<file path="src/rtl/branch_predictor_gshare_pkg.sv">
// Shared types and constants for the gshare branch predictor.
// Width macros ADDR_WIDTH / INSTRUCTION_WIDTH default to 32 when not supplied by the build.
`ifndef ADDR_WIDTH
`define ADDR_WIDTH 32
`endif
`ifndef INSTRUCTION_WIDTH
`define INSTRUCTION_WIDTH 32
`endif

package branch_predictor_gshare_pkg;

  localparam int GHR_WIDTH_DEFAULT = 8;

  localparam logic [6:0] OPCODE_BRANCH = 7'b1100011;
  localparam logic [6:0] OPCODE_JAL    = 7'b1101111;

  typedef enum logic [1:0] {
    strong_nt = 2'b00,
    weak_nt   = 2'b01,
    weak_t    = 2'b10,
    strong_t  = 2'b11
  } bp_counter_t;

  // Rename snapshot carried with each branch down to the BRU.
  typedef struct packed {
    logic [GHR_WIDTH_DEFAULT-1:0] global_history;
  } checkpoint_t;

  function automatic bp_counter_t counter_next(input bp_counter_t cnt, input logic taken);
    bp_counter_t result;
    result = cnt;
    if (taken) begin
      if (cnt != strong_t) result = bp_counter_t'(cnt + 2'd1);
    end else begin
      if (cnt != strong_nt) result = bp_counter_t'(cnt - 2'd1);
    end
    return result;
  endfunction

endpackage

</file>
<file path="src/rtl/branch_predictor_gshare_pht.sv">
// Pattern history table: one combinational read port for fetch and one clocked
// write port shared by the init sweep (priority) and read-modify-write training.
module bp_pht
  import branch_predictor_gshare_pkg::*;
#(
  parameter int INDEX_WIDTH = 8
) (
  input  logic                   clk,
  input  logic [INDEX_WIDTH-1:0] rd_idx,
  output bp_counter_t            rd_data,
  input  logic                   init_we,
  input  logic [INDEX_WIDTH-1:0] init_idx,
  input  logic                   upd_we,
  input  logic [INDEX_WIDTH-1:0] upd_idx,
  input  logic                   upd_taken
);

  bp_counter_t pht_mem [2**INDEX_WIDTH];

  // Fetch sees the pre-write value when it collides with a training write.
  assign rd_data = pht_mem[rd_idx];

  // Training reads the committed entry in the same cycle it writes, so
  // consecutive updates to one index chain correctly without forwarding.
  always_ff @(posedge clk) begin
    if (init_we) begin
      pht_mem[init_idx] <= weak_nt;
    end else if (upd_we) begin
      pht_mem[upd_idx] <= counter_next(pht_mem[upd_idx], upd_taken);
    end
  end

endmodule

</file>
<file path="src/rtl/branch_predictor_gshare.sv">
// Gshare predictor: PHT init FSM, speculative GHR with mispredict repair, fetch decode
// and two-stage training pipeline. Define BP_STATISTICS_EN to add update/miss counters.
`ifndef ADDR_WIDTH
`define ADDR_WIDTH 32
`endif
`ifndef INSTRUCTION_WIDTH
`define INSTRUCTION_WIDTH 32
`endif

module branch_predictor_gshare
  import branch_predictor_gshare_pkg::*;
#(
  parameter int GHR_WIDTH       = GHR_WIDTH_DEFAULT,
  parameter int PHT_INDEX_WIDTH = 8
) (
  input  logic                          clk,
  input  logic                          rst,
`ifdef BP_STATISTICS_EN
  output logic [31:0]                   bp_stat_total,
  output logic [31:0]                   bp_stat_miss,
`endif
  input  logic                          fetch_bp_valid,
  input  logic [`ADDR_WIDTH-1:0]        fetch_bp_pc,
  input  logic [`INSTRUCTION_WIDTH-1:0] fetch_bp_instruction,
  output logic                          bp_fetch_predicted,
  output logic                          bp_fetch_jump,
  output logic [`ADDR_WIDTH-1:0]        bp_fetch_next_pc,
  output logic [GHR_WIDTH-1:0]          bp_fetch_global_history,
  input  checkpoint_t                   exbru_bp_cp,
  input  logic [`ADDR_WIDTH-1:0]        exbru_bp_pc,
  input  logic [`INSTRUCTION_WIDTH-1:0] exbru_bp_instruction,
  input  logic                          exbru_bp_jump,
  input  logic [`ADDR_WIDTH-1:0]        exbru_bp_next_pc,
  input  logic                          exbru_bp_hit,
  input  logic                          exbru_bp_valid,
  output logic                          bp_ready
);

  localparam int AW  = `ADDR_WIDTH;
  localparam int PIW = PHT_INDEX_WIDTH;

  localparam logic [0:0] STATE_INIT  = 1'b0;
  localparam logic [0:0] STATE_READY = 1'b1;

  logic [0:0]           state_reg;
  logic [PIW-1:0]       init_cnt_reg;
  logic [GHR_WIDTH-1:0] ghr_reg;
  logic                 ready;

  logic                 u_valid_reg;
  logic [PIW-1:0]       u_pc_idx_reg;
  logic                 u_jump_reg;
  logic [GHR_WIDTH-1:0] u_ghr_reg;

  logic [PIW-1:0]       fetch_hist;
  logic [PIW-1:0]       upd_hist;
  logic [PIW-1:0]       fetch_idx;
  logic [PIW-1:0]       upd_idx;
  bp_counter_t          pht_rd_data;

  logic [6:0]           fetch_opcode;
  logic                 fetch_is_branch;
  logic                 fetch_is_jal;
  logic [AW-1:0]        b_imm;
  logic [AW-1:0]        j_imm;
  logic [AW-1:0]        pc_plus4;

  logic                 exbru_is_branch;
  logic                 upd_accept;
  logic                 repair;

  assign ready = (state_reg == STATE_READY);
  assign bp_ready = ready;
  assign bp_fetch_global_history = ghr_reg;

  // History folds into the index zero-extended, or truncated if it is longer.
  generate
    if (GHR_WIDTH >= PIW) begin : g_hist_trunc
      assign fetch_hist = ghr_reg[PIW-1:0];
      assign upd_hist   = u_ghr_reg[PIW-1:0];
    end else begin : g_hist_zext
      assign fetch_hist = {{(PIW-GHR_WIDTH){1'b0}}, ghr_reg};
      assign upd_hist   = {{(PIW-GHR_WIDTH){1'b0}}, u_ghr_reg};
    end
  endgenerate

  assign fetch_idx = fetch_bp_pc[PIW+1:2] ^ fetch_hist;
  assign upd_idx   = u_pc_idx_reg ^ upd_hist;

  bp_pht #(
    .INDEX_WIDTH(PIW)
  ) u_pht (
    .clk      (clk),
    .rd_idx   (fetch_idx),
    .rd_data  (pht_rd_data),
    .init_we  ((state_reg == STATE_INIT) && !rst),
    .init_idx (init_cnt_reg),
    .upd_we   (u_valid_reg && ready),
    .upd_idx  (upd_idx),
    .upd_taken(u_jump_reg)
  );

  // Fetch-side decode and prediction.
  assign fetch_opcode    = fetch_bp_instruction[6:0];
  assign fetch_is_branch = (fetch_opcode == OPCODE_BRANCH);
  assign fetch_is_jal    = (fetch_opcode == OPCODE_JAL);

  assign b_imm = {{(AW-13){fetch_bp_instruction[31]}}, fetch_bp_instruction[31],
                  fetch_bp_instruction[7], fetch_bp_instruction[30:25],
                  fetch_bp_instruction[11:8], 1'b0};
  assign j_imm = {{(AW-21){fetch_bp_instruction[31]}}, fetch_bp_instruction[31],
                  fetch_bp_instruction[19:12], fetch_bp_instruction[20],
                  fetch_bp_instruction[30:21], 1'b0};
  assign pc_plus4 = fetch_bp_pc + AW'(4);

  always_comb begin
    bp_fetch_predicted = 1'b0;
    bp_fetch_jump      = 1'b0;
    bp_fetch_next_pc   = pc_plus4;
    if (ready) begin
      if (fetch_is_branch) begin
        bp_fetch_predicted = 1'b1;
        bp_fetch_jump      = pht_rd_data[1];
        if (pht_rd_data[1]) bp_fetch_next_pc = fetch_bp_pc + b_imm;
      end else if (fetch_is_jal) begin
        bp_fetch_predicted = 1'b1;
        bp_fetch_jump      = 1'b1;
        bp_fetch_next_pc   = fetch_bp_pc + j_imm;
      end
    end
  end

  // Only resolved conditional branches train or repair; updates during init are dropped.
  assign exbru_is_branch = (exbru_bp_instruction[6:0] == OPCODE_BRANCH);
  assign upd_accept      = ready && exbru_bp_valid && exbru_is_branch;
  assign repair          = upd_accept && !exbru_bp_hit;

  always_ff @(posedge clk) begin
    if (rst) begin
      state_reg    <= STATE_INIT;
      init_cnt_reg <= '0;
      ghr_reg      <= '0;
    end else begin
      if (state_reg == STATE_INIT) begin
        init_cnt_reg <= init_cnt_reg + 1'b1;
        if (init_cnt_reg == {PIW{1'b1}}) state_reg <= STATE_READY;
      end
      // Repair wins: the history that produced the mispredict is being discarded.
      if (repair) begin
        ghr_reg <= {exbru_bp_cp.global_history[GHR_WIDTH-2:0], exbru_bp_jump};
      end else if (ready && fetch_bp_valid && fetch_is_branch) begin
        ghr_reg <= {ghr_reg[GHR_WIDTH-2:0], bp_fetch_jump};
      end
    end
  end

  always_ff @(posedge clk) begin
    if (rst) begin
      u_valid_reg <= 1'b0;
    end else begin
      u_valid_reg <= upd_accept;
    end
  end

  always_ff @(posedge clk) begin
    if (upd_accept) begin
      u_pc_idx_reg <= exbru_bp_pc[PIW+1:2];
      u_jump_reg   <= exbru_bp_jump;
      u_ghr_reg    <= exbru_bp_cp.global_history[GHR_WIDTH-1:0];
    end
  end

`ifdef BP_STATISTICS_EN
  logic [31:0] stat_total_reg;
  logic [31:0] stat_miss_reg;

  always_ff @(posedge clk) begin
    if (rst) begin
      stat_total_reg <= '0;
      stat_miss_reg  <= '0;
    end else if (upd_accept) begin
      if (stat_total_reg != 32'hFFFF_FFFF) stat_total_reg <= stat_total_reg + 32'd1;
      if (!exbru_bp_hit && (stat_miss_reg != 32'hFFFF_FFFF)) stat_miss_reg <= stat_miss_reg + 32'd1;
    end
  end

  assign bp_stat_total = stat_total_reg;
  assign bp_stat_miss  = stat_miss_reg;
`endif

  // Fields carried on the update bus that this predictor does not consume.
  logic unused_inputs;
  assign unused_inputs = ^{exbru_bp_instruction[`INSTRUCTION_WIDTH-1:7], exbru_bp_next_pc,
                           exbru_bp_pc[AW-1:PIW+2], exbru_bp_pc[1:0]};

endmodule

</file>
<file path="config.mk">
export PLATFORM = sky130hd
export DESIGN_NAME = branch_predictor_gshare
export DESIGN_NICKNAME = d
export VERILOG_FILES = /design/src/rtl/branch_predictor_gshare_pkg.sv /design/src/rtl/branch_predictor_gshare_pht.sv /design/src/rtl/branch_predictor_gshare.sv
export SDC_FILE = /design/constraint.sdc
export NUM_CORES = 1
export LEC_CHECK = 0
export CAP_MARGIN = 5
export CORE_MARGIN = 2
export CORE_UTILIZATION = 35
export DETAILED_ROUTE_END_ITERATION = 10
export DONT_BUFFER_PORTS = 1
export PLACE_DENSITY = 0.5
export SLEW_MARGIN = 20
export SYNTH_ARGS = -nofsm -noshare
export SYNTH_HDL_FRONTEND = slang
export SYNTH_HIERARCHICAL = 1
export SYNTH_SLANG_ARGS = --single-unit
</file>
<file path="constraint.sdc">
create_clock -name clk -period 14.8 [get_ports clk]
set_clock_uncertainty 0.2 [all_clocks]
set_input_delay 4.44 -clock clk [delete_from_list [all_inputs] [get_ports clk]]
set_output_delay 4.44 -clock clk [all_outputs]
set_load 0.005 [all_outputs]
</file>
==> results.md <==
* Critical Path Source: fetch_bp_pc[2]
* Cell occurring most often along the worst timing path: sky130_fd_sc_hd__mux4_2
* Synthesized instance count at 2,092
* CTS Buf Count at 58
* Worst voltage drop across the vdd grid at 0.0000845 V
* Layout Nets at 2,266
* CP Data Required Time at 10.16 ns
* Highest attainable clock frequency at 71.9 MHz
* Design area at 31,600 sq um
* Standard cell core area at 80,800 sq um
* Total track usage at 19.9%
* Crit path largest cell delay at 0.74 ns
* Number of buffers on the longest clock path at 3
* Time the final worst path needs with I/O delays and setup at 13.90 ns
* Wire length on met3 at 6.06 mm
* Horizontal die dimension at 290 um
* Number of optimization iterations in the first detailed-route pass at 5
* Number of antenna-violating nets in the routed design at 0
* Worst-path cell with the longest stage delay: sky130_fd_sc_hd__xor2_4
* Die Area at 84,300 sq um
* Launch point of the worst reg-to-reg path: u_ghr_reg[0]
* Vias in the first global route at 18,900
* Final Wtd Congestion at 0.873
* Die Y at 290 um
* Metal1 wirelength at 37.1 mm
* Number of violations of the max-capacitance limit at 0
* Crit end category: output pin
* Critical Path Fanout Max at 12
* Cell count along the critical path at 10
* Reg2reg setup slack at 7.53 ns
* Kind of cell adding the most delay to the critical path: multiplexers
* Clock slew at the register clock pins of the worst setup and hold paths at 0.06 ns
* # H-tree levels at 2
* Setup Crit Path Kind: in2out
* Drc violations at 0
* Vias per Instance at 6.00
* Launch point of the worst hold path: init_cnt_reg[6]
* Setup total negative slack at 0 ns
* Final total power at 3.22 mW
* Layout overhead on the synthesized area at 10.2%
* Root buffer cell: sky130_fd_sc_hd__clkbuf_16
* Number of top-level pins at 217
* Setup repair after global routing missed its margin: false
* Overflow left after global routing at 0
* CTS resizes at 0
* Count of pins over their slew limit at 0
* Worst hold-check slack at 0.378 ns
* CTS tree: built
* Count of endpoints failing hold in the final timing report at 0
* Register containing the most flip-flops in the final layout: u_pht/pht_mem
* Synth Net Count at 2,313
* Detailed-route wire length per cell at 27.1 um
* Max Used Layer: met4
* Worst Reg2Reg Path Length in Cells at 13
* End point of the critical path: bp_fetch_next_pc[20]
* Clock latency on the worst-skew pair at 0.62 ns
* Hold buffers post-CTS at 0
* Wire length of the first global-routing pass at 126 mm
* Data arrival time of the worst path at 9.26 ns
* Leakage power total at 10.5 nW
* Largest net degree at the start of global routing at 113
* Number of buffers added for setup after CTS at 0
* Total standard cell area after synthesis at 28,700 sq um
* Antenna violations before repair at 2
* Initial Util at 35.5%
* Placement Cell Area at 29,900 sq um
* End of the worst register-to-register path: u_pht/pht_mem[72][0]
* Length of routed met2 wiring at 40.1 mm
* Post-DP HPWL at 55.2 mm
* Count of vias placed by the detailed router at 18,900
* Standard-cell row count at 104
* Port Buf Inserts at 0
* Final period util at 93.9%
* Total length of routed wires at 85.4 mm
* Total clock sinks at 547
* Min-delay worst type: reg2reg
* Run status: completed
* Max FFs per register at 512
* Endpoints failing setup at 0
* Worst path cell trace: xor2_4 > buf_12 > mux4_2 > mux4_2 > mux4_2 > mux4_2 > and3_1 > and2_1 > a22o_1 > a221oi_1
* Final core occ at 39.1%
* Crit path launch type: primary input
* Max-Slew Margin vs Limit at 22.0%
* Number of DRC markers in iteration 0 at 1,683
* Transition time at the pin with the least slew margin at 1.17 ns
* Worst Path Buf+Inv at 1
* Mean instance size in the synthesized netlist at 13.7 sq um
* Warnings, synthesis at 6
* Layout cell share with drive strength beyond 1 at 17.3%
* PD cells at 102 nW/um^2
[layout by cell type, fill, tap and decap left out, types with 11 or more instances in the layout]
| cell type | count |
|---|---|
| sky130_fd_sc_hd__edfxtp_1 | 529 |
| sky130_fd_sc_hd__nor2_1 | 320 |
| sky130_fd_sc_hd__mux4_2 | 193 |
| sky130_fd_sc_hd__nand2_1 | 102 |
| sky130_fd_sc_hd__a21oi_1 | 74 |
| sky130_fd_sc_hd__clkbuf_16 | 58 |
| sky130_fd_sc_hd__mux2i_1 | 57 |
| sky130_fd_sc_hd__ha_1 | 45 |
| sky130_fd_sc_hd__o21ai_0 | 43 |
| sky130_fd_sc_hd__nand3_1 | 40 |
| sky130_fd_sc_hd__buf_4 | 40 |
| sky130_fd_sc_hd__nor3_1 | 36 |
| sky130_fd_sc_hd__xnor2_1 | 32 |
| sky130_fd_sc_hd__a22oi_1 | 29 |
| sky130_fd_sc_hd__o22ai_1 | 28 |
| sky130_fd_sc_hd__xor2_1 | 27 |
| sky130_fd_sc_hd__clkinv_1 | 24 |
| sky130_fd_sc_hd__inv_1 | 23 |
| sky130_fd_sc_hd__o221ai_1 | 23 |
| sky130_fd_sc_hd__a21o_1 | 19 |
| sky130_fd_sc_hd__dfxtp_1 | 18 |
| sky130_fd_sc_hd__a211oi_1 | 17 |
| sky130_fd_sc_hd__and2_1 | 16 |
| sky130_fd_sc_hd__nor2b_1 | 16 |
| sky130_fd_sc_hd__mux2_2 | 13 |
| sky130_fd_sc_hd__o211ai_1 | 12 |
| sky130_fd_sc_hd__nand3b_1 | 12 |
| sky130_fd_sc_hd__nand2b_1 | 11 |
| sky130_fd_sc_hd__and3_1 | 11 |
| sky130_fd_sc_hd__a221oi_1 | 11 |
[per-stage QoR]
stage | setup slack, ns | cells
after floorplan | 0.522 | 2092
after global routing | 0.824 | 3152
after CTS | 0.874 | 3151
final | 0.899 | 3152
after detailed placement | 0.890 | 3045
after global placement | 0.892 | 3045
[per-layer routing]
metal / vias to the layer above / GRT usage (%)
met5: - / 0
met4: 0 / 5.86
met3: 133 / 3.36
met2: 739 / 31.9
met1: 9898 / 27.8
li1: 8143 / -
[worst min-delay path by stage]
stage	end	slack, ns	cells past startpoint
4_1_cts	init_cnt_reg[6]	0.37	2
2_1_floorplan	init_cnt_reg[6]	0.30	2
3_5_place_dp	init_cnt_reg[6]	0.36	2
6_report	init_cnt_reg[6]	0.38	2
3_3_place_gp	init_cnt_reg[6]	0.34	2
5_1_grt	init_cnt_reg[6]	0.41	2
[worst register-to-register path: stages (launching register included)]
cell and delay [ns]:
sky130_fd_sc_hd__edfxtp_1 0.46, sky130_fd_sc_hd__xor2_4 0.19, sky130_fd_sc_hd__buf_4 0.62, sky130_fd_sc_hd__buf_12 0.57
sky130_fd_sc_hd__buf_4 0.86, sky130_fd_sc_hd__mux4_2 0.67, sky130_fd_sc_hd__a22o_1 0.25, sky130_fd_sc_hd__a221oi_1 0.35
sky130_fd_sc_hd__o22ai_1 0.12, sky130_fd_sc_hd__nor4b_1 0.49, sky130_fd_sc_hd__o32ai_1 0.23, sky130_fd_sc_hd__maj3_1 0.42
sky130_fd_sc_hd__nand2_4 0.64, sky130_fd_sc_hd__buf_4 0.80
[layout make-up]
type	instances	area, sq um
inverters	24	90.1
repair buffers	48	460
clock inverters	38	228
fillers	7529	49200
well taps	1060	1330
multi-input cells	1366	11800
diodes	1	2.50
flip-flops and latches	547	16200
clock buffers	68	1490
[report_power, final]
part / switching (mW) / internal (mW) / leakage (nW)
logic: 0.122 / 0.0816 / 4.05
registers: 0.00174 / 1.67 / 5.66
clock network: 0.594 / 0.747 / 0.837
Power figures use the tool's default switching activity.
